## src/rtl/signed_adder_tree_acc_if.sv

```systemverilog
// Bundles the data-path signals of signed_adder_tree_acc.
//   master : drives enable, clear, mode, in_valid and the packed addends,
//            and observes out_valid, sum, sum_delay and overflow.
//   slave  : the adder tree itself (inputs and outputs mirrored).
// The parameters must match the ones given to the attached adder instance.
interface signed_adder_tree_acc_if #(
    parameter int NUM_IN = 8,
    parameter int IN_W   = 8,
    parameter int OUT_W  = 12
);
    logic                           enable;
    logic                           clear;
    logic                           mode;
    logic                           in_valid;
    logic signed [NUM_IN*IN_W-1:0]  addends;
    logic                           out_valid;
    logic signed [OUT_W-1:0]        sum;
    logic signed [OUT_W-1:0]        sum_delay;
    logic                           overflow;

    modport master (
        output enable, clear, mode, in_valid, addends,
        input  out_valid, sum, sum_delay, overflow
    );

    modport slave (
        input  enable, clear, mode, in_valid, addends,
        output out_valid, sum, sum_delay, overflow
    );
endinterface

```

## src/rtl/signed_adder_tree_acc.sv

```systemverilog
// Registered signed adder tree with optional accumulation.
//   clk      : rising-edge clock
//   resetb   : synchronous active-low reset, highest priority
//   bus      : slave side of signed_adder_tree_acc_if
//     enable    1 = run, 0 = zero every register on the next edge
//     clear     zero accumulator/overflow (or restart with this vector)
//     mode      0 = pass-through, 1 = accumulate
//     in_valid  addends valid this cycle
//     addends   NUM_IN packed signed lanes, lane i at [i*IN_W +: IN_W]
//     out_valid sum updated this cycle
//     sum       signed result, saturated (SAT=1) or wrapped (SAT=0)
//     sum_delay sum delayed by DELAY enabled cycles
//     overflow  sticky flag: final stage clipped/wrapped since last clear
// Latency in_valid -> out_valid is ceil(log2(NUM_IN)) + 1 cycles, one
// vector accepted every cycle.
module signed_adder_tree_acc #(
    parameter int NUM_IN = 8,
    parameter int IN_W   = 8,
    parameter int OUT_W  = 12,
    parameter int DELAY  = 1,
    parameter int SAT    = 1
) (
    input logic                   clk,
    input logic                   resetb,
    signed_adder_tree_acc_if.slave bus
);
    localparam int L  = $clog2(NUM_IN);
    localparam int TW = IN_W + L;
    // One guard bit above the wider of accumulator and tree output, so
    // acc + tree_out is exact before fitting.
    localparam int AW = ((OUT_W > TW) ? OUT_W : TW) + 1;

    localparam logic signed [AW-1:0] MAX_V =
        $signed({{(AW-OUT_W+1){1'b0}}, {(OUT_W-1){1'b1}}});
    localparam logic signed [AW-1:0] MIN_V =
        $signed({{(AW-OUT_W+1){1'b1}}, {(OUT_W-1){1'b0}}});

    function automatic logic out_of_range(input logic signed [AW-1:0] v);
        return (v > MAX_V) || (v < MIN_V);
    endfunction

    function automatic logic signed [OUT_W-1:0] fit(input logic signed [AW-1:0] v);
        if (SAT != 0 && v > MAX_V) return MAX_V[OUT_W-1:0];
        if (SAT != 0 && v < MIN_V) return MIN_V[OUT_W-1:0];
        return v[OUT_W-1:0];
    endfunction

    // Level k holds 2^(L-k) nodes of IN_W+k bits; level 0 is the raw input
    // padded with zero lanes up to the next power of two.
    for (genvar k = 0; k <= L; k++) begin : g_lvl
        localparam int W = IN_W + k;
        localparam int N = 1 << (L - k);

        logic signed [W-1:0] node [N];
        logic                vld;

        if (k == 0) begin : g_src
            for (genvar j = 0; j < N; j++) begin : g_lane
                if (j < NUM_IN) begin : g_used
                    assign node[j] = bus.addends[j*IN_W +: IN_W];
                end else begin : g_pad
                    assign node[j] = '0;
                end
            end
            assign vld = bus.in_valid;
        end else begin : g_reg
            logic signed [W-1:0] node_d [N];
            logic signed [W-1:0] node_q [N];
            logic                vld_d;
            logic                vld_q;

            always_comb begin
                for (int j = 0; j < N; j++) begin
                    node_d[j] = '0;
                    if (bus.enable) begin
                        node_d[j] = W'(g_lvl[k-1].node[2*j]) + W'(g_lvl[k-1].node[2*j+1]);
                    end
                end
                vld_d = bus.enable & g_lvl[k-1].vld;
            end

            // ---- tree level k register ----
            always_ff @(posedge clk) begin
                if (!resetb) begin
                    for (int j = 0; j < N; j++) node_q[j] <= '0;
                    vld_q <= 1'b0;
                end else begin
                    node_q <= node_d;
                    vld_q  <= vld_d;
                end
            end

            assign node = node_q;
            assign vld  = vld_q;
        end
    end

    logic signed [TW-1:0] tree_out;
    logic                 tree_vld;
    assign tree_out = g_lvl[L].node[0];
    assign tree_vld = g_lvl[L].vld;

    logic signed [AW-1:0]    full;
    logic signed [OUT_W-1:0] acc_d, acc_q;
    logic signed [OUT_W-1:0] sum_d, sum_q;
    logic                    ovf_d, ovf_q;
    logic                    out_valid_d, out_valid_q;

    always_comb begin
        full        = '0;
        acc_d       = acc_q;
        sum_d       = sum_q;
        ovf_d       = ovf_q;
        out_valid_d = 1'b0;
        if (!bus.enable) begin
            acc_d = '0;
            sum_d = '0;
            ovf_d = 1'b0;
        end else if (tree_vld) begin
            // clear with a valid vector restarts the accumulation from it.
            if (bus.mode && !bus.clear) full = AW'(acc_q) + AW'(tree_out);
            else                        full = AW'(tree_out);
            sum_d = fit(full);
            if (bus.mode || bus.clear) acc_d = fit(full);
            ovf_d       = (ovf_q & ~bus.clear) | out_of_range(full);
            out_valid_d = 1'b1;
        end else if (bus.clear) begin
            acc_d = '0;
            sum_d = '0;
            ovf_d = 1'b0;
        end
    end

    // ---- final stage register ----
    always_ff @(posedge clk) begin
        if (!resetb) begin
            acc_q       <= '0;
            sum_q       <= '0;
            ovf_q       <= 1'b0;
            out_valid_q <= 1'b0;
        end else begin
            acc_q       <= acc_d;
            sum_q       <= sum_d;
            ovf_q       <= ovf_d;
            out_valid_q <= out_valid_d;
        end
    end

    logic signed [OUT_W-1:0] dly_d [DELAY];
    logic signed [OUT_W-1:0] dly_q [DELAY];

    // Free-running shift of sum, independent of valid.
    always_comb begin
        dly_d[0] = sum_q;
        for (int i = 1; i < DELAY; i++) dly_d[i] = dly_q[i-1];
        if (!bus.enable) begin
            for (int i = 0; i < DELAY; i++) dly_d[i] = '0;
        end
    end

    // ---- sum_delay pipe registers ----
    always_ff @(posedge clk) begin
        if (!resetb) begin
            for (int i = 0; i < DELAY; i++) dly_q[i] <= '0;
        end else begin
            dly_q <= dly_d;
        end
    end

    assign bus.sum       = sum_q;
    assign bus.sum_delay = dly_q[DELAY-1];
    assign bus.overflow  = ovf_q;
    assign bus.out_valid = out_valid_q;
endmodule

```

## src/flat_wrapper.sv

```systemverilog
// flat-port wrapper written by rule: the top's interface ports become plain ports
module signed_adder_tree_acc_flat 
#(
    parameter int NUM_IN = 8,
    parameter int IN_W   = 8,
    parameter int OUT_W  = 12,
    parameter int DELAY  = 1,
    parameter int SAT    = 1
)
  (clk, resetb, bus_enable, bus_clear, bus_mode, bus_in_valid, bus_addends, bus_out_valid, bus_sum, bus_sum_delay, bus_overflow);
  signed_adder_tree_acc_if #(.NUM_IN(NUM_IN), .IN_W(IN_W), .OUT_W(OUT_W)) bus_i ();
  input logic clk;
  input logic resetb;
  input wire logic [$bits(bus_i.enable)-1:0] bus_enable;
  input wire logic [$bits(bus_i.clear)-1:0] bus_clear;
  input wire logic [$bits(bus_i.mode)-1:0] bus_mode;
  input wire logic [$bits(bus_i.in_valid)-1:0] bus_in_valid;
  input wire logic [$bits(bus_i.addends)-1:0] bus_addends;
  output wire logic [$bits(bus_i.out_valid)-1:0] bus_out_valid;
  output wire logic [$bits(bus_i.sum)-1:0] bus_sum;
  output wire logic [$bits(bus_i.sum_delay)-1:0] bus_sum_delay;
  output wire logic [$bits(bus_i.overflow)-1:0] bus_overflow;
  assign bus_i.enable = bus_enable;
  assign bus_i.clear = bus_clear;
  assign bus_i.mode = bus_mode;
  assign bus_i.in_valid = bus_in_valid;
  assign bus_i.addends = bus_addends;
  assign bus_out_valid = bus_i.out_valid;
  assign bus_sum = bus_i.sum;
  assign bus_sum_delay = bus_i.sum_delay;
  assign bus_overflow = bus_i.overflow;
  signed_adder_tree_acc #(.NUM_IN(NUM_IN), .IN_W(IN_W), .OUT_W(OUT_W), .DELAY(DELAY), .SAT(SAT)) u_core (.clk(clk), .resetb(resetb), .bus(bus_i));
endmodule
```

## config.mk

```make
export PLATFORM = sky130hd
export DESIGN_NAME = signed_adder_tree_acc_flat
export DESIGN_NICKNAME = d
export VERILOG_FILES = /design/src/rtl/signed_adder_tree_acc_if.sv /design/src/rtl/signed_adder_tree_acc.sv /design/src/flat_wrapper.sv
export SDC_FILE = /design/constraint.sdc
export NUM_CORES = 1
export LEC_CHECK = 0
export BUFFER_PORTS_ARGS = -buffer_cell sky130_fd_sc_hd__buf_4
export CAP_MARGIN = 15
export CORE_ASPECT_RATIO = 0.9
export CORE_MARGIN = 1.5
export CORE_UTILIZATION = 35
export DETAILED_ROUTE_END_ITERATION = 7
export PLACE_DENSITY = 0.54
export SETUP_SLACK_MARGIN = 0.3
export SLEW_MARGIN = 15
export SYNTH_ARGS = -nofsm -noshare
export SYNTH_HDL_FRONTEND = slang
export SYNTH_SLANG_ARGS = --single-unit
```

## constraint.sdc

```tcl
create_clock -name clk -period 3.9 [get_ports clk]
set_clock_uncertainty 0.15 [all_clocks]
set_input_delay 0 -clock clk [delete_from_list [all_inputs] [get_ports clk]]
set_output_delay 0 -clock clk [all_outputs]
set_load 0.05 [all_outputs]
```

# Word level (Yosys, flattened, before mapping)
# Index checks and enable logic that the tools add are counted.
[word_totals]
register_bits = 108
input_bits = 70
output_inout_bits = 26
[op_classes]
addsub = 8
order_cmp = 2
n_eq_ne = 1
mux = 30
bitwise = 6
n_reduce_logical = 7
[op_table]
columns = ["op", "count"]
rows = [
  ["two-way mux 12 bit", 10],
  ["two-way mux 13 bit", 3],
  ["adder 8 x 8 -> 9 bit", 4],
  ["adder 9 x 9 -> 10 bit", 2],
  ["two-way mux 1 bit", 17],
  ["adder 12 x 11 -> 13 bit", 1],
  ["> comparator 13 x 12 -> 1 bit, second input constant", 1],
  ["less-than comparator 13 x 12 -> 1 bit, second input constant", 1],
  ["adder 10 x 10 -> 11 bit", 1],
  ["bitwise AND 1 bit", 4],
  ["AND reduction 2 bit", 2],
  ["logical OR 1 bit", 2],
  ["inequality test 2 bit, second input constant", 1],
  ["nonzero test 2 bit", 1],
  ["logical AND 1 bit", 1],
  ["zero test 1 bit", 1],
  ["inverter 1 bit", 1],
  ["OR 1 bit", 1],
]

# Logic depth before layout (Yosys ltp)
# Gate-level depths: netlist of run 1.
[depth]
word_depth = 18
mapped_depth = 11
mapped_depth_nobuf = 10

# Worst setup path after synthesis of run 1
# OpenSTA, ideal clock, no wires.
[synth_timing]
kind = "register to register"
from = "register u_core.acc_q[0]"
to = "register u_core.sum_q[7], in the netlist u_core.bus.sum[7]"
setup_ps = 80
t_arrival_ps = 2471
required_time_ps = 3670
setup_slack_ps = 1199
path_stages_with_launch = 11
n_path_buf = 0
period_less_slack_ps = 2701
cell_sequence = "dfxtp_1 > ha_1 > inv_1 > fa_1 > nand2b_1 > a21oi_1 > o22ai_2 > o211a_2 > a31o_2 > o31a_1 > a211oi_2"
[synth_between]
elab_chain_len = 12
word_cells_on_any_way = 17
classes_between = "add/sub (1); order compare (2); mux (14)"
[synth_rtl]
columns = ["item", "line_no", "source"]
rows = [
  ["start, declared", "signed_adder_tree_acc.sv:104", "logic signed [OUT_W-1:0] acc_d, acc_q;"],
  ["start signal, assigned", "signed_adder_tree_acc.sv:137", "acc_q <= '0;"],
  ["start signal, assigned", "signed_adder_tree_acc.sv:142", "acc_q <= acc_d;"],
  ["adder 12 x 11 -> 13 bit (*)", "signed_adder_tree_acc.sv:121", "if (bus.mode && !bus.clear) full = AW'(acc_q) + AW'(tree_out);"],
  ["two-way mux 13 bit (*)", "signed_adder_tree_acc.sv:121", ""],
  ["two-way mux 13 bit (*)", "signed_adder_tree_acc.sv:119", "end else if (tree_vld) begin"],
  ["two-way mux 13 bit (*)", "signed_adder_tree_acc.sv:115", "if (!bus.enable) begin"],
  ["less-than comparator 13 x 12 -> 1 bit", "signed_adder_tree_acc.sv:44", "if (SAT != 0 && v < MIN_V) return MIN_V[OUT_W-1:0];"],
  ["two-way mux 1 bit (2 in series)", "signed_adder_tree_acc.sv:44", ""],
  ["two-way mux 1 bit", "signed_adder_tree_acc.sv:119", ""],
  ["two-way mux 1 bit", "signed_adder_tree_acc.sv:115", ""],
  ["two-way mux 12 bit", "signed_adder_tree_acc.sv:45", "return v[OUT_W-1:0];"],
  ["two-way mux 12 bit (*)", "signed_adder_tree_acc.sv:44", ""],
  ["two-way mux 12 bit (*)", "signed_adder_tree_acc.sv:119", ""],
  ["end signal, assigned", "signed_adder_tree_acc.sv:143", "sum_q <= sum_d;"],
  ["end, declared", "signed_adder_tree_acc.sv:105", "logic signed [OUT_W-1:0] sum_d, sum_q;"],
]
# Every way passes the cells marked *; elsewhere a longest branch is shown, timed or not. The select of a mux whose other input is x is not followed.
# A chain may end at the register's enable or synchronous reset.

# Worst setup path after layout of run 1
[layout_timing]
from = "input port bus_addends[58]"
to = "register u_core.g_lvl[1].g_reg.node_q[8] (netlist name)"
[layout_between]
elab_chain_len = 1
[layout_rtl]
columns = ["item", "line_no", "source"]
rows = [
  ["start, declared", "flat_wrapper.sv:18", "input wire logic [$bits(bus_i.addends)-1:0] bus_addends;"],
  ["adder 8 x 8 -> 9 bit", "signed_adder_tree_acc.sv:76", "node_d[j] = W'(g_lvl[k-1].node[2*j]) + W'(g_lvl[k-1].node[2*j+1]);"],
  ["end signal, assigned", "signed_adder_tree_acc.sv:88", "node_q <= node_d;"],
  ["end, declared", "signed_adder_tree_acc.sv:68", "logic signed [W-1:0] node_q [N];"],
]
# No other way between the ends.

==> results of run 1 <==
## critical path, stage by stage
cell	delay [ps]
sky130_fd_sc_hd__dlygate4sd3_1	530
sky130_fd_sc_hd__buf_4	130
sky130_fd_sc_hd__ha_1	270
sky130_fd_sc_hd__dlygate4sd3_1	570
sky130_fd_sc_hd__nor2b_1	140
sky130_fd_sc_hd__o21ai_0	220
sky130_fd_sc_hd__a21oi_1	120
sky130_fd_sc_hd__o21ai_0	150
sky130_fd_sc_hd__nand2b_1	100
sky130_fd_sc_hd__a2111o_1	410
sky130_fd_sc_hd__dlygate4sd3_1	560
sky130_fd_sc_hd__a21oi_1	110
## final cells by class
| cell class | count | area (µm²) | area share |
|---|---|---|---|
| clock buffer | 13 | 280.3 | 0.03520 |
| clock inverter | 2 | 17.52 | 0.002200 |
| tap | 207 | 259.0 | 0.03253 |
| antenna | 1 | 2.502 | 0.0003143 |
| sequential | 108 | 2162 | 0.2715 |
| multi-input combinational | 484 | 3525 | 0.4426 |
| timing repair buffer | 178 | 1536 | 0.1930 |
| inverter | 48 | 180.2 | 0.02263 |
## layer usage
metal | track usage | vias to the layer above
met5 | 0 | -
met4 | 0.07864 | 0
met3 | 0.04039 | 30
met2 | 0.3142 | 97
met1 | 0.1974 | 2362
li1 | - | 2651
## synthesized netlist by cell type, types with 4 or more instances
cell	number
sky130_fd_sc_hd__a22oi_1	4
sky130_fd_sc_hd__nand2b_1	18
sky130_fd_sc_hd__xnor2_1	18
sky130_fd_sc_hd__fa_1	8
sky130_fd_sc_hd__ha_1	72
sky130_fd_sc_hd__o211ai_1	14
sky130_fd_sc_hd__a211oi_2	7
sky130_fd_sc_hd__a21oi_1	50
sky130_fd_sc_hd__or3_1	6
sky130_fd_sc_hd__nor2_1	71
sky130_fd_sc_hd__nand2_1	34
sky130_fd_sc_hd__a2111o_1	4
sky130_fd_sc_hd__xor2_1	20
sky130_fd_sc_hd__nor3_1	22
sky130_fd_sc_hd__nand3_1	4
sky130_fd_sc_hd__and3_1	28
sky130_fd_sc_hd__o21ai_0	27
sky130_fd_sc_hd__dfxtp_1	108
sky130_fd_sc_hd__clkbuf_1	14
sky130_fd_sc_hd__nor2b_1	17
sky130_fd_sc_hd__a21o_1	12
sky130_fd_sc_hd__inv_1	48
## layout by cell type (no fill, tap or decap), types with 18 or more instances in the layout
cell	instances
sky130_fd_sc_hd__ha_1	72
sky130_fd_sc_hd__xnor2_1	18
sky130_fd_sc_hd__nor2_1	71
sky130_fd_sc_hd__and3_1	28
sky130_fd_sc_hd__inv_1	48
sky130_fd_sc_hd__nand2_1	33
sky130_fd_sc_hd__xor2_1	20
sky130_fd_sc_hd__dlygate4sd3_1	81
sky130_fd_sc_hd__buf_4	96
sky130_fd_sc_hd__o21ai_0	26
sky130_fd_sc_hd__nand2b_1	18
sky130_fd_sc_hd__a21oi_1	50
sky130_fd_sc_hd__dfxtp_1	108
sky130_fd_sc_hd__nor3_1	22
## logic make-up after synthesis
group           count (synthesis)  share of synthesized area
buf+inv                        66                    0.04301
flops                         108                     0.3643
compound gates                155                     0.1830
xor+xnor                       38                    0.05608
simple gates                  211                     0.1748
fa+ha+maj                      80                     0.1788
## path summary, 6_finish.rpt
path | end | slack (ps) | depth (start not counted)
setup / recovery | u_core.g_lvl[1].g_reg.node_q[8]$_SDFF_PN0_ | 700 | 12
hold / removal | u_core.g_lvl[1].g_reg.node_q[21]$_SDFF_PN0_ | 10 | 5
setup reg to reg | u_core.bus.sum[10]$_SDFFE_PN0P_ | 740 | 10
hold reg to reg | u_core.g_lvl[3].g_reg.vld_q$_SDFF_PN0_ | 320 | 1
## repair_timing
action,in CTS,in global routing
hold buffers,81,0
gates resized for setup,0,1
setup endpoints to repair,0,1
endpoints found under the hold margin,63,0
## power by group through the flow
stage / logic, mW / clock network (mW) / registers [mW]
6_report: 0.478 / 0.907 / 1.16
2_1_floorplan: 0.265 / 0 / 1.18
5_1_grt: 0.541 / 0.979 / 1.16
3_3_place_gp: 0.383 / 0 / 1.19
4_1_cts: 0.479 / 0.940 / 1.16
3_5_place_dp: 0.387 / 0 / 1.19
## state kept, by name, summed over array words and instances, names as in the netlist
| register | flops |
|---|---|
| u_core.acc_q | 12 |
| u_core.bus.out_valid | 1 |
| u_core.bus.overflow | 1 |
| u_core.bus.sum | 12 |
| u_core.bus.sum_delay | 12 |
| u_core.g_lvl.g_reg.node_q | 67 |
| u_core.g_lvl.g_reg.vld_q | 3 |
## stage by stage
step           area, µm²  setup WS [ps]  power (mW)    util  cells
6_report            7963          704.4       2.546  0.4870   1041
3_3_place_gp        6847          864.3       1.571  0.4187    943
4_1_cts             7960          659.2       2.581  0.4868   1040
2_1_floorplan       5934           1199       1.447       -    658
3_5_place_dp        6852          778.4       1.575  0.4190    944
5_1_grt             7960          413.9       2.685  0.4868   1040
==> results.txt, run 1 <==
----------------------------------------------------
[Outcome]
  Status ... complete, no violations

[Yosys]
  EDFF count, synth ... 0
  Count of cell types in the netlist ... 57
  Sequential fraction of the synthesis area ... 0.3643
  Largest cells by area after synthesis ... sky130_fd_sc_hd__dfxtp_1, sky130_fd_sc_hd__ha_1, sky130_fd_sc_hd__nor2_1, sky130_fd_sc_hd__a21oi_1, sky130_fd_sc_hd__inv_1
  Synthesized flop and latch total ... 108
  Async set-or-reset flop fraction in the synthesized netlist ... 0
  Cell accounting for the most synthesized area ... sky130_fd_sc_hd__dfxtp_1
  Synthesized netlist cell count ... 658
  Syn. warnings ... 0
  Mean instance size in the synthesized netlist ... 9.019 µm²
  Post-synth top area share ... 0.3643
  Post-synthesis instance area ... 0.005934 mm²
  Syn nets ... 808
  Predominant post-synthesis flop cell ... sky130_fd_sc_hd__dfxtp_1

[Route]
  # DRC ... 0
  Antenna violation net count after detailed routing ... 0
  Met2 wire length ... 7249 µm
  Final WL ... 14,620 µm
  Via density per instance ... 4.938
  Met3 wire length ... 457 µm
  Wl on met1 ... 6422 µm
  First-iteration detailed-routing DRC count ... 145
  Detailed-route via count ... 5,140
  Number of iterations in the first detailed-routing pass ... 4
  Highest routed layer ... met4
  Routed wire length per instance ... 14.04 µm

[Cells and area]
  P&R area growth vs syn ... 34.18%
  Fill cell count ... 1,504
  Final Net Count ... 979
  Share of cells above drive strength 1 ... 0.1585

[Flow run]
  Total of max-cap violations ... 0

[Clocking]
  Sink Count ... 108
  Clk buf depth ... 2
  Number of setup buffers added after CTS ... 0
  Clock H-tree levels ... 3
  CTS root buf ... sky130_fd_sc_hd__clkbuf_16
  Clock edge transition at the registers on the reported setup and hold paths ... 70 ps
  Total clock buffers created by CTS ... 9
  Skew-Pair Late Insertion Delay ... 360 ps
  Clock tree from TritonCTS ... yes

[Placed design]
  Number of port buffers ... 95
  DP Wirelength ... 10,760 µm
  Placer's final routability congestion estimate ... 0.8108

[STA]
  Final Setup Violations ... 0
  Unrepaired setup endpoints after global routing ... false
  Relative max-transition margin ... 0.3438
  Max frequency ... 312.9 MHz
  Hold slack final ... 10.26 ps
  Hold violation total from the final report ... 0
  Pins Over Slew Limit ... 0
  Final cycle utilization of the critical path ... 0.8194
  Final critical delay including setup and external delays ... 3196 ps
  Worst slew pin tran ... 982.6 ps
  Setup TNS Final ... 0 ps

[Power and ir drop]
  P_int ... 1.910 mW
  Maximum vdd drop ... 0.0001804 V
  Total power per unit cell area ... 319.8 mW/mm²
  Part of the power in combinational logic ... 0.188
  Power spent charging and discharging nets ... 0.6365 mW
  Sequential share of power ... 0.456
  Part of the power in the clock network ... 0.356
  Leakage power of the design ... 3.649 nW
  Switching part of the total ... 0.2500

[Global route]
  Pin count of the biggest net entering global routing ... 69
  Initial antenna violation count ... 0
  Total overflow reported by the global router ... 0
  Overall global routing resource usage ... 0.1748
  Global-route wire length before repair ... 24,650 µm
  Via count of the first global-routing pass ... 5,317

[Critical path]
  Peak fanout along the critical path ... 2
  Endpoint type of the worst setup path ... flop
  Worst R2R Start ... u_core.acc_q[0]$_SDFFE_PN0P_
  Element type at the critical path start ... input pin
  Data arrival time of the critical path ... 3320 ps
  Worst Setup SP ... bus_addends[58]
  Required @ worst endpoint ... 4030 ps
  Setup CP Type ... in -> reg

[Floorplan]
  Die outline height ... 126.5 µm
  Row count ... 44
  Starting density of the core ... 0.3629
  Boundary Pins ... 96
  Die Span X ... 140.3 µm
  Die ar. ... 0.01775 mm²
  Standard cell core area ... 0.01635 mm²

[Hold path]
  Hold wc startpoint ... bus_addends[18]
  Hold crit path type ... in -> reg

----------------------------------------------------
Power figures use the tool's default switching activity.
==> inputs of run 2 (changes only) <==
==> constraint.sdc (replaced) <==
create_clock -name clk -period 3.05 [get_ports clk]
set_clock_uncertainty 0.15 [all_clocks]
set_input_delay 0 -clock clk [delete_from_list [all_inputs] [get_ports clk]]
set_output_delay 0 -clock clk [all_outputs]
set_load 0.05 [all_outputs]
==> results.txt, run 2 (synthesized netlist as in run 1, its figures left out) <==
----------------------------------------------------
[Cells and area]
  Reg with most FFs ... u_core.g_lvl.g_reg.node_q
  P&R area growth vs syn ... 36.12%
  Number of diodes added for antenna fixing ... 0
  Post-layout instance count excluding filler cells ... 1,048
  Fill cell count ... 1,505
  Final Net Count ... 988
  Most frequent cells in the layout ... sky130_fd_sc_hd__dfxtp_1, sky130_fd_sc_hd__buf_4, sky130_fd_sc_hd__dlygate4sd3_1, sky130_fd_sc_hd__nor2_1, sky130_fd_sc_hd__ha_1
  Utilization after layout ... 0.4940
  Share of cells above drive strength 1 ... 0.1807
  Flip-flop count of the largest register after layout ... 67
  Area occupied by registers ... 0.002165 mm²
  Most common library cell in the layout ignoring fill and taps ... sky130_fd_sc_hd__dfxtp_1
  Area of the multi-input gates ... 0.003582 mm²
  Summed area of non-filler cells in the final layout ... 0.008078 mm²

[Route]
  Detailed-route via count ... 5,185
  # DRC ... 0
  Final WL ... 15,120 µm
  Number of iterations in the first detailed-routing pass ... 4
  Routed wire length per instance ... 14.42 µm
  Antenna violation net count after detailed routing ... 0
  Via density per instance ... 4.948
  First-iteration detailed-routing DRC count ... 178

[Global route]
  Overall global routing resource usage ... 0.1755
  Pin count of the biggest net entering global routing ... 69
  Total overflow reported by the global router ... 0
  Via count of the first global-routing pass ... 5,150
  Initial antenna violation count ... 0
  Global-route wire length before repair ... 24,700 µm

[Floorplan]
  Starting density of the core ... 0.3629
  Die Span X ... 140.3 µm
  Boundary Pins ... 96
  Die ar. ... 0.01775 mm²
  Die outline height ... 126.5 µm
  Standard cell core area ... 0.01635 mm²
  Row count ... 44

[STA]
  Relative max-transition margin ... 0.3431
  Final cycle utilization of the critical path ... 0.8862
  Hold slack final ... -24.61 ps
  Unrepaired setup endpoints after global routing ... true
  Pins Over Slew Limit ... 0
  Final critical delay including setup and external delays ... 2703 ps
  Max frequency ... 370.0 MHz
  Hold violation total from the final report ... 1
  Worst path setup slack after routing ... 347.0 ps
  Final Setup Violations ... 0
  Worst slew pin tran ... 983.5 ps
  Setup TNS Final ... 0 ps

[Flow run]
  Total of max-cap violations ... 0

[Clocking]
  Skew-Pair Late Insertion Delay ... 350 ps
  Clock tree from TritonCTS ... yes
  Total clock buffers created by CTS ... 9
  CTS root buf ... sky130_fd_sc_hd__clkbuf_16
  Sink Count ... 108
  Clock edge transition at the registers on the reported setup and hold paths ... 70 ps
  Clk buf depth ... 2
  Clock H-tree levels ... 3

[Placed design]
  Number of port buffers ... 95
  Cell count after placement ... 949
  Worst setup slack before clock tree synthesis ... 49.89 ps
  Cell area after placement ... 0.006892 mm²
  Placer's final routability congestion estimate ... 0.8351
  DP Wirelength ... 10,790 µm

[Critical path]
  Data arrival time of the critical path ... 2830 ps
  Peak fanout along the critical path ... 2
  Required @ worst endpoint ... 3170 ps
  Setup CP Type ... in -> reg
  Endpoint type of the worst setup path ... flop
  Element type at the critical path start ... input pin

[Power and ir drop]
  Maximum vdd drop ... 0.0002527 V
  P_int ... 2.430 mW
  Leakage power of the design ... 3.705 nW
  Switching part of the total ... 0.2533
  Total power per unit cell area ... 402.9 mW/mm²
  Power spent charging and discharging nets ... 0.8245 mW
  Sequential share of power ... 0.456
  Pwr Total ... 3.255 mW
  Part of the power in combinational logic ... 0.192
  Part of the power in the clock network ... 0.352

[Outcome]
  Status ... complete, but fails checks
  Violated checks ... negative hold slack

[Hold path]
  Hold crit path type ... in -> reg

----------------------------------------------------
## run 2: cell types whose count changed in the layout (fill, tap and decap cells not counted), sizes merged
| cell | previous run | this run |
|---|---|---|
| inv | 48 | 49 |
| bufinv | 0 | 1 |
| diode | 1 | 0 |
| buf | 97 | 105 |
| dlygate4sd3 | 81 | 82 |
| clkbuf | 13 | 9 |
| clkinv | 2 | 3 |
## run 2: routing by layer
layer,global-route usage,up-vias,part of all wire
met2,0.3212,118,0.50
li1,-,2659,-
met1,0.1997,2385,0.44
met4,0.06192,0,0.025
met3,0.04077,23,0.039
met5,0,-,0
## run 2: what timing repair did
| action | in CTS | in global routing |
|---|---|---|
| endpoints found under the setup margin | 25 | 27 |
| hold buffers | 83 | 0 |
| pin swaps | 1 | 4 |
| gates resized for setup | 8 | 15 |
| buffers inserted | 1 | 2 |
| endpoints found under the hold margin | 62 | 0 |
## run 2: worst max-delay path, cell delays in order
cell,delay (ps)
sky130_fd_sc_hd__dlygate4sd3_1,530
sky130_fd_sc_hd__buf_4,140
sky130_fd_sc_hd__ha_1,290
sky130_fd_sc_hd__dlygate4sd3_1,570
sky130_fd_sc_hd__nor2b_1,160
sky130_fd_sc_hd__o21ai_2,160
sky130_fd_sc_hd__a21boi_0,150
sky130_fd_sc_hd__o21ai_1,170
sky130_fd_sc_hd__nand2b_1,110
sky130_fd_sc_hd__a2111o_1,420
sky130_fd_sc_hd__a21oi_1,120
## run 2: final timing paths
check / from / end / slack (ps) / cells after the start
max: bus_addends[26] / u_core.g_lvl[1].g_reg.node_q[26]$_SDFF_PN0_ / 350 / 11
min: bus_addends[39] / u_core.g_lvl[1].g_reg.node_q[16]$_SDFF_PN0_ / -20 / 5
max reg2reg: u_core.acc_q[1]$_SDFFE_PN0P_ / u_core.acc_q[0]$_SDFFE_PN0P_ / 390 / 9
min reg2reg: u_core.g_lvl[2].g_reg.vld_q$_SDFF_PN0_ / u_core.g_lvl[3].g_reg.vld_q$_SDFF_PN0_ / 320 / 1
## run 2: area by class of cell
cell class	instances	share of cell area
clock buffers	9	0.02788
clock inverters	5	0.006660
inverters	48	0.02230
multi-input cells	484	0.4435
flip-flops and latches	108	0.2680
well taps	207	0.03206
repair buffers	187	0.1997
## run 2: power by group through the flow
stage / combinational, mW / sequential [mW] / clock [mW]
finish: 0.625 / 1.49 / 1.14
CTS: 0.617 / 1.49 / 1.18
global route: 0.704 / 1.49 / 1.23
detailed placement: 0.499 / 1.52 / 0
floorplan: 0.339 / 1.51 / 0
global placement: 0.493 / 1.52 / 0
==> inputs of run 3 (changes only) <==
--- a/config.mk
+++ b/config.mk
@@ -12,7 +12,7 @@
 export CORE_UTILIZATION = 35
 export DETAILED_ROUTE_END_ITERATION = 7
 export PLACE_DENSITY = 0.54
-export SETUP_SLACK_MARGIN = 0.3
+export SETUP_SLACK_MARGIN = 0.5
 export SLEW_MARGIN = 15
 export SYNTH_ARGS = -nofsm -noshare
 export SYNTH_HDL_FRONTEND = slang
==> results.txt, run 3 (synthesized netlist as in run 1, its figures left out) <==
----------------------------------------------------
[Outcome]
  Status ... complete, no violations

[Clocking]
  Clock H-tree levels ... 3
  Clock edge transition at the registers on the reported setup and hold paths ... 70 ps
  Total clock buffers created by CTS ... 9
  Clock tree from TritonCTS ... yes
  Clk buf depth ... 2
  Sink Count ... 108
  Skew-Pair Late Insertion Delay ... 350 ps
  CTS root buf ... sky130_fd_sc_hd__clkbuf_16

[Power and ir drop]
  Maximum vdd drop ... 0.0002488 V
  Leakage power of the design ... 3.728 nW
  Total power per unit cell area ... 397.8 mW/mm²
  Switching part of the total ... 0.2471
  Part of the power in the clock network ... 0.362
  Power spent charging and discharging nets ... 0.8199 mW
  P_int ... 2.499 mW
  Pwr Total ... 3.318 mW
  Sequential share of power ... 0.447
  Part of the power in combinational logic ... 0.191

[Placed design]
  DP Wirelength ... 10,590 µm
  Cell count after placement ... 950
  Placer's final routability congestion estimate ... 0.8223
  Number of port buffers ... 95
  Worst setup slack before clock tree synthesis ... 157.8 ps
  Cell area after placement ... 0.006928 mm²

[Floorplan]
  Die outline height ... 126.5 µm
  Die ar. ... 0.01775 mm²
  Boundary Pins ... 96
  Starting density of the core ... 0.3629
  Row count ... 44
  Standard cell core area ... 0.01635 mm²
  Die Span X ... 140.3 µm

[STA]
  Max frequency ... 386.5 MHz
  Hold violation total from the final report ... 0
  Unrepaired setup endpoints after global routing ... true
  Final Setup Violations ... 0
  Pins Over Slew Limit ... 0
  Setup TNS Final ... 0 ps
  Worst path setup slack after routing ... 462.7 ps
  Final cycle utilization of the critical path ... 0.8483
  Relative max-transition margin ... 0.3017
  Worst slew pin tran ... 1046 ps
  Final critical delay including setup and external delays ... 2587 ps

[Cells and area]
  Number of diodes added for antenna fixing ... 0
  Summed area of non-filler cells in the final layout ... 0.008343 mm²
  Reg with most FFs ... u_core.g_lvl.g_reg.node_q
  Most common library cell in the layout ignoring fill and taps ... sky130_fd_sc_hd__buf_4
  Share of cells above drive strength 1 ... 0.2040
  P&R area growth vs syn ... 40.59%
  Flip-flop count of the largest register after layout ... 67
  Post-layout instance count excluding filler cells ... 1,055
  Most frequent cells in the layout ... sky130_fd_sc_hd__buf_4, sky130_fd_sc_hd__dfxtp_1, sky130_fd_sc_hd__dlygate4sd3_1, sky130_fd_sc_hd__nor2_1, sky130_fd_sc_hd__ha_1
  Final Net Count ... 993

[Critical path]
  Peak fanout along the critical path ... 4
  Required @ worst endpoint ... 3170 ps
  Setup CP Type ... reg -> reg
  Endpoint type of the worst setup path ... flop
  Element type at the critical path start ... flop
  Data arrival time of the critical path ... 2710 ps

[Hold path]
  Hold crit path type ... in -> reg

[Route]
  Final WL ... 14,600 µm
  First-iteration detailed-routing DRC count ... 119
  Via density per instance ... 4.938
  Antenna violation net count after detailed routing ... 0
  # DRC ... 0
  Number of iterations in the first detailed-routing pass ... 4
  Detailed-route via count ... 5,210
  Routed wire length per instance ... 13.84 µm

[Global route]
  Pin count of the biggest net entering global routing ... 69
  Initial antenna violation count ... 0
  Total overflow reported by the global router ... 0
  Global Route met2 Usage ... 0.3206
  Overall global routing resource usage ... 0.1734
  Global-route wire length before repair ... 24,720 µm
  Global Route met3 Usage ... 0.03360
  Via count of the first global-routing pass ... 5,450
  Busiest layer in global routing ... met2
  Met1 Resource Use GR ... 0.2004

[Flow run]
  Total of max-cap violations ... 0

----------------------------------------------------
==> run 3: cell count changes in the layout (fill, tap and decap cells not counted), moves of 3 or more <==
cell,delta
sky130_fd_sc_hd__a22oi_1,-3
sky130_fd_sc_hd__a22oi_2,+3
sky130_fd_sc_hd__clkinv_2,-3
sky130_fd_sc_hd__dfxtp_1,-4
sky130_fd_sc_hd__dfxtp_2,+3
sky130_fd_sc_hd__ha_1,-3
sky130_fd_sc_hd__ha_4,+4
sky130_fd_sc_hd__o21ai_0,+3
==> run 3: final cells by class <==
| class | instances | area [µm²] |
|---|---|---|
| multi-input combinational | 484 | 3747 |
| timing repair buffer | 192 | 1672 |
| tap | 207 | 259.0 |
| clock inverter | 4 | 56.30 |
| clock buffer | 12 | 256.5 |
| fill | 1501 | 8008 |
| sequential | 108 | 2172 |
| inverter | 48 | 180.2 |
==> run 3: per-stage QoR <==
step / hold WS (ps) / util
3_3_place_gp: 98.44 / 0.4237
6_report: 7.315 / 0.5103
2_1_floorplan: 9.226 / -
3_5_place_dp: 103.2 / 0.4237
5_1_grt: 34.75 / 0.5103
4_1_cts: 2.994 / 0.5024
==> run 3: power by group through the flow <==
stage,Combinational (mW),Clock [mW],Sequential [mW]
final,0.633,1.20,1.48
after global routing,0.711,1.30,1.49
after CTS,0.626,1.24,1.48
after detailed placement,0.502,0,1.52
after global placement,0.495,0,1.52
after floorplan,0.340,0,1.51
==> run 3: critical path, cell delays in order (launching register included) <==
cell                       delay, ps
sky130_fd_sc_hd__dfxtp_2         360
sky130_fd_sc_hd__ha_4            160
sky130_fd_sc_hd__inv_2            40
sky130_fd_sc_hd__fa_2            350
sky130_fd_sc_hd__nand2b_4        160
sky130_fd_sc_hd__a21oi_4         190
sky130_fd_sc_hd__o22ai_4          90
sky130_fd_sc_hd__o211a_4         280
sky130_fd_sc_hd__a31o_4          260
sky130_fd_sc_hd__o31a_1          270
sky130_fd_sc_hd__a211oi_2        180
==> run 3: routing by layer <==
| layer | share of wire | routed length, µm |
|---|---|---|
| met5 | 0 | 0 |
| met4 | 0.020 | 288 |
| met3 | 0.034 | 497 |
| met2 | 0.49 | 7190 |
| met1 | 0.45 | 6622 |
==> run 3: path summary, 6_finish.rpt <==
check	cells after the start	slack (ps)	endpoint	start
max	10	460	u_core.bus.sum[7]$_SDFFE_PN0P_	u_core.g_lvl[3].g_reg.node_q[0]$_SDFF_PN0_
min reg2reg	1	320	u_core.g_lvl[2].g_reg.vld_q$_SDFF_PN0_	u_core.g_lvl[1].g_reg.vld_q$_SDFF_PN0_
min	4	7	u_core.g_lvl[1].g_reg.node_q[20]$_SDFF_PN0_	bus_addends[18]
max reg2reg	10	460	u_core.bus.sum[7]$_SDFFE_PN0P_	u_core.g_lvl[3].g_reg.node_q[0]$_SDFF_PN0_
==> run 3: repair_timing <==
item	in CTS	in global routing
buffers inserted	4	1
resized for setup	16	30
setup endpoints to repair	22	25
endpoints found under the hold margin	63	0
pin swaps	15	29
hold buffers	84	0
